===== src/rtl/count_enable_pkg.sv =====
// rtl/count_enable_pkg.sv - shared types and widths for the count enable generator
package count_enable_pkg;

  // Run-control FSM encoding
  typedef enum logic [1:0] {
    IDLE = 2'b00,
    ARM  = 2'b01,
    RUN  = 2'b10
  } cen_state_t;

  // Debounce counter width sized for the largest legal DEBOUNCE_CYCLES (255),
  // so one width serves every legal parameterisation.
  localparam int DEBOUNCE_CYCLES_MAX = 255;
  localparam int DB_CNT_W = $clog2(DEBOUNCE_CYCLES_MAX + 1);

endpackage


===== src/rtl/evt_debounce.sv =====
// rtl/evt_debounce.sv - synchroniser, debounce filter and rise detector for the raw event line
module evt_debounce
  import count_enable_pkg::*;
#(
  parameter int DEBOUNCE_CYCLES = 8
) (
  input  logic clk,
  input  logic reset_n,
  input  logic evt_in,
  output logic level,
  output logic rise
);

  // The level flips on the edge where the counter would step to DEBOUNCE_CYCLES,
  // so the counter itself only ever holds 0..DEBOUNCE_CYCLES-1.
  localparam logic [DB_CNT_W-1:0] DB_LAST = DB_CNT_W'(DEBOUNCE_CYCLES - 1);

  logic                sync1;
  logic                evt_s;
  logic                level_d;
  logic [DB_CNT_W-1:0] cnt;

  // Two-flop synchroniser, stability counter and delayed level for edge detection
  always_ff @(posedge clk) begin
    if (!reset_n) begin
      sync1   <= 1'b0;
      evt_s   <= 1'b0;
      level   <= 1'b0;
      level_d <= 1'b0;
      cnt     <= '0;
    end else begin
      sync1   <= evt_in;
      evt_s   <= sync1;
      level_d <= level;
      if (evt_s != level) begin
        if (cnt == DB_LAST) begin
          level <= evt_s;
          cnt   <= '0;
        end else begin
          cnt <= cnt + 1'b1;
        end
      end else begin
        cnt <= '0;
      end
    end
  end

  // High for the single cycle after the debounced level has gone 0 to 1
  assign rise = level & ~level_d;

endmodule


===== src/rtl/count_enable_gen.sv =====
// rtl/count_enable_gen.sv - run-controlled, prescaled enable pulse generator for the event counter
module count_enable_gen
  import count_enable_pkg::*;
#(
  parameter int DEBOUNCE_CYCLES = 8,
  parameter int PRESCALE_W      = 8
) (
  input  logic                  clk,
  input  logic                  reset_n,
  input  logic                  evt_in,
  input  logic                  start,
  input  logic                  stop,
  input  logic [PRESCALE_W-1:0] prescale,
  output logic                  enable,
  output logic                  busy
);

  cen_state_t            state;
  logic [PRESCALE_W-1:0] pre_lat;
  logic [PRESCALE_W-1:0] pre_cnt;
  logic                  level;
  logic                  rise;

  evt_debounce #(
    .DEBOUNCE_CYCLES(DEBOUNCE_CYCLES)
  ) u_deb (
    .clk    (clk),
    .reset_n(reset_n),
    .evt_in (evt_in),
    .level  (level),
    .rise   (rise)
  );

  // Run-control FSM, prescale latch/counter and registered outputs
  always_ff @(posedge clk) begin
    if (!reset_n) begin
      state   <= IDLE;
      pre_lat <= '0;
      pre_cnt <= '0;
      enable  <= 1'b0;
      busy    <= 1'b0;
    end else begin
      enable <= 1'b0;
      case (state)
        IDLE: begin
          // stop beats a simultaneous start
          if (start && !stop) begin
            state   <= ARM;
            pre_lat <= prescale;
            pre_cnt <= '0;
            busy    <= 1'b1;
          end
        end
        ARM: begin
          // wait for the line to be low so an already-high line is not counted
          if (stop) begin
            state <= IDLE;
            busy  <= 1'b0;
          end else if (!level) begin
            state <= RUN;
          end
        end
        RUN: begin
          if (stop) begin
            state <= IDLE;
            busy  <= 1'b0;
          end else if (rise) begin
            if (pre_cnt == pre_lat) begin
              enable  <= 1'b1;
              pre_cnt <= '0;
            end else begin
              pre_cnt <= pre_cnt + 1'b1;
            end
          end
        end
        default: begin
          state <= IDLE;
          busy  <= 1'b0;
        end
      endcase
    end
  end

endmodule

===== config.mk =====
export PLATFORM = sky130hd
export DESIGN_NAME = count_enable_gen
export DESIGN_NICKNAME = d
export VERILOG_FILES = /design/src/rtl/count_enable_pkg.sv /design/src/rtl/evt_debounce.sv /design/src/rtl/count_enable_gen.sv
export SDC_FILE = /design/constraint.sdc
export NUM_CORES = 1
export LEC_CHECK = 0
export ABC_AREA = 1
export ABC_CLOCK_PERIOD_IN_PS = 4650
export CAP_MARGIN = 0
export CORE_UTILIZATION = 34
export CTS_BUF_LIST = sky130_fd_sc_hd__clkbuf_8
export CTS_CLUSTER_SIZE = 12
export DETAILED_ROUTE_END_ITERATION = 10
export GPL_TIMING_DRIVEN = 0
export SLEW_MARGIN = 20
export SYNTH_ARGS = -nofsm -noshare
export SYNTH_HDL_FRONTEND = slang
export SYNTH_SLANG_ARGS = --single-unit

===== constraint.sdc =====
create_clock -name clk -period 4.65 [get_ports clk]
set_clock_uncertainty 0.2 [all_clocks]
set_input_delay 1.395 -clock clk [delete_from_list [all_inputs] [get_ports clk]]
set_output_delay 1.395 -clock clk [all_outputs]
set_load 0.05 [all_outputs]

==> results.tsv <==
metric	value	unit
worstHoldPathType	reg -> reg	
synth_top_family_by_area	simple AND/OR/NAND/NOR gates	
synthCells	219	
yosys.area_share.xor_xnor	0.0495	
setup_viol	0	
post_cts_buffers	0	
period_share	0.646	
critical_path_class	reg -> out	
die_w	70.4	um
drt-initial-drc-count	53	
place_area	0.00180	mm^2
critPathTopFamily	buffers and inverters	
die_h	70.4	um
async_reset_ff_frac	0	
ios	15	
arrival	1.41	ns
status	finished clean	
p_clk_frac	0.308	
path_depth	1	
max_freq	333	MHz
rsz0062_at_grt	no	
h-tree-depth	2	
cts_tree	yes	
rr_startpoint	state[0]	
final_area	0.00191	mm^2
syn_nets	237	
p_seq_frac	0.368	
synth_compound_area_frac	0.116	
gp_congestion	0.787	
power_switching	0.308	mW
diodes	0	
layout_common_cells	45 x nand2_1, 36 x inv_1, 32 x dfxtp_1, 18 x nor2_1, 16 x a21oi_1	
end_kind	primary output	
power.total	0.865	mW
hold_buffers	0	
netlist_area	0.00159	mm^2
synth_simple_gate_area_frac	0.291	
reg2reg_slack	2.93	ns
max_stage_delay	0.80	ns
initial_core_util	0.361	
antenna_found_initial	0	
hold_path_end	u_deb.evt_s	
layout_min_cycle_time	3.01	ns
nets	258	
first_global_vias	1250	
overflow	0	
yosys_warnings	0	
reg2reg_to	pre_lat[5]	
power_leakage	0.800	nW
grt_pass1_wl	5360	um
yosys-top-cells-area	dfxtp_1 40%, nand2_1 11%, inv_1 8.5%, a21oi_1 5.0%, nand3_1 4.7%	
power_density	454	mW/mm^2
grt_start_max_net_pins	12	
synth.largest_area_cell	dfxtp_1	
groute.usage.overall	0.138	
muxShareOfSynthArea	0	
combPwrFrac	0.324	
synth_flop_cell	dfxtp_1	
cts_resized	0	
numCtsBuffers	5	
post_synth_num_cell_types	30	
cp_max_fo	2	
path_cells	clkdlybuf4s50_1	
synth_edf_count	0	
crit_required	3.05	ns
synthAdderAreaFrac	0.0393	
clock_sinks	32	
slew_violations	0	
syn2layout_area_growth	19.9	%
ant_nets	0	
timing.hold.ws	0.220	ns
clkTransAtPathRegs	0.07	ns
hold_start	u_deb.sync1	
maxSlewHeadroom	0.673	
synth-seq-cells	32	
drt_wl_total	3030	um
holdPathStages	2	
worst_pin_slew	0.489	ns
hpwl	2180	um
drv_cap	0	
swShare	0.356	
hold_violations	0	
clock_path_buffers	2	
cts_root_buf	clkbuf_8	
fin_tns_setup	0	ns
clk_latency	0.29	ns
rows	24	
drc	0	
cp_num_buf_inv	1	
postSynthAreaPerCell	7.27	um^2
ir_drop	0.225	mV
yosysSeqAreaShare	0.403	
slowest_stage	clkdlybuf4s50_1	
die_area	0.00496	mm^2
dr_total_vias	1343	
final_common_cell	nand2_1	
p_int	0.557	mW
core	0.00441	mm^2
r2r_cells	6	
via_per_inst	4.58	
io_buffers	14	
synth_top_area_share	0.403	
drive_gt1_frac	0.129	
first_pass_iters	4	
crit_path_start_kind	register	
post_drt_wl_per_cell	10.3	um
final cells by class:
type / count / area (um^2)
fillers: 471 / 2510
multi-input cells: 145 / 790
flip-flops and latches: 32 / 641
inverters: 40 / 153
repair buffers: 14 / 140
clock buffers: 5 / 68.8
well taps: 52 / 65.1
clock inverters: 3 / 42.5
plain buffers: 2 / 8.76
through the flow:
step	std cells	utilization	worst slack (ns)
finish	293	0.432	1.64
detailed placement	285	0.407	1.48
floorplan	219	-	2.29
global placement	285	0.407	1.49
CTS	293	0.432	1.63
global route	293	0.432	1.61
cells in the mapped netlist (2+ instances only):
cell type / n
a21oi_1: 16
dfxtp_1: 32
ha_1: 5
inv_1: 36
inv_2: 3
nand2_1: 45
nand2_2: 3
nand2_4: 2
nand3_1: 15
nor2_1: 18
nor2_2: 5
nor3_1: 3
o21ai_0: 10
o21ai_2: 2
or2_2: 2
xnor2_1: 4
xor2_1: 5
logic make-up after synthesis:
| logic type | count (synthesis) |
|---|---|
| fa+ha+maj | 5 |
| xor+xnor | 9 |
| compound gates | 32 |
| simple gates | 99 |
| buf+inv | 42 |
| flops | 32 |
how the worst max path moves through the flow:
| stage | slack [ns] | to | from |
|---|---|---|---|
| 3_5_place_dp | 1.48 | pre_lat[5] | stop |
| 5_1_grt | 1.61 | busy | busy |
| 4_1_cts | 1.63 | busy | busy |
| 3_3_place_gp | 1.49 | pre_lat[5] | stop |
| 2_1_floorplan | 2.29 | pre_cnt[3] | stop |
| 6_report | 1.64 | busy | busy |
flip-flops by register name, indices dropped and copies added, names as in the netlist:
signal / cells
u_deb.evt_s: 1
enable: 1
pre_cnt: 8
u_deb.level_d: 1
busy: 1
u_deb.sync1: 1
pre_lat: 8
u_deb.cnt: 8
u_deb.level: 1
state: 2
routing by layer:
layer	track usage	up-vias	part of all wire
met3	0.0332	5	0.029
met4	0.0711	0	0.017
li1	-	728	-
met1	0.171	598	0.49
met2	0.220	12	0.46
met5	0	-	0
power groups by stage:
stage	Clock [mW]	Combinational (mW)	Sequential, mW
floorplan	0	0.212	0.330
global placement	0	0.279	0.325
detailed placement	0	0.280	0.325
CTS	0.275	0.285	0.319
global route	0.286	0.317	0.324
finish	0.266	0.280	0.319
Note: power is estimated with default switching activity, not from simulation.
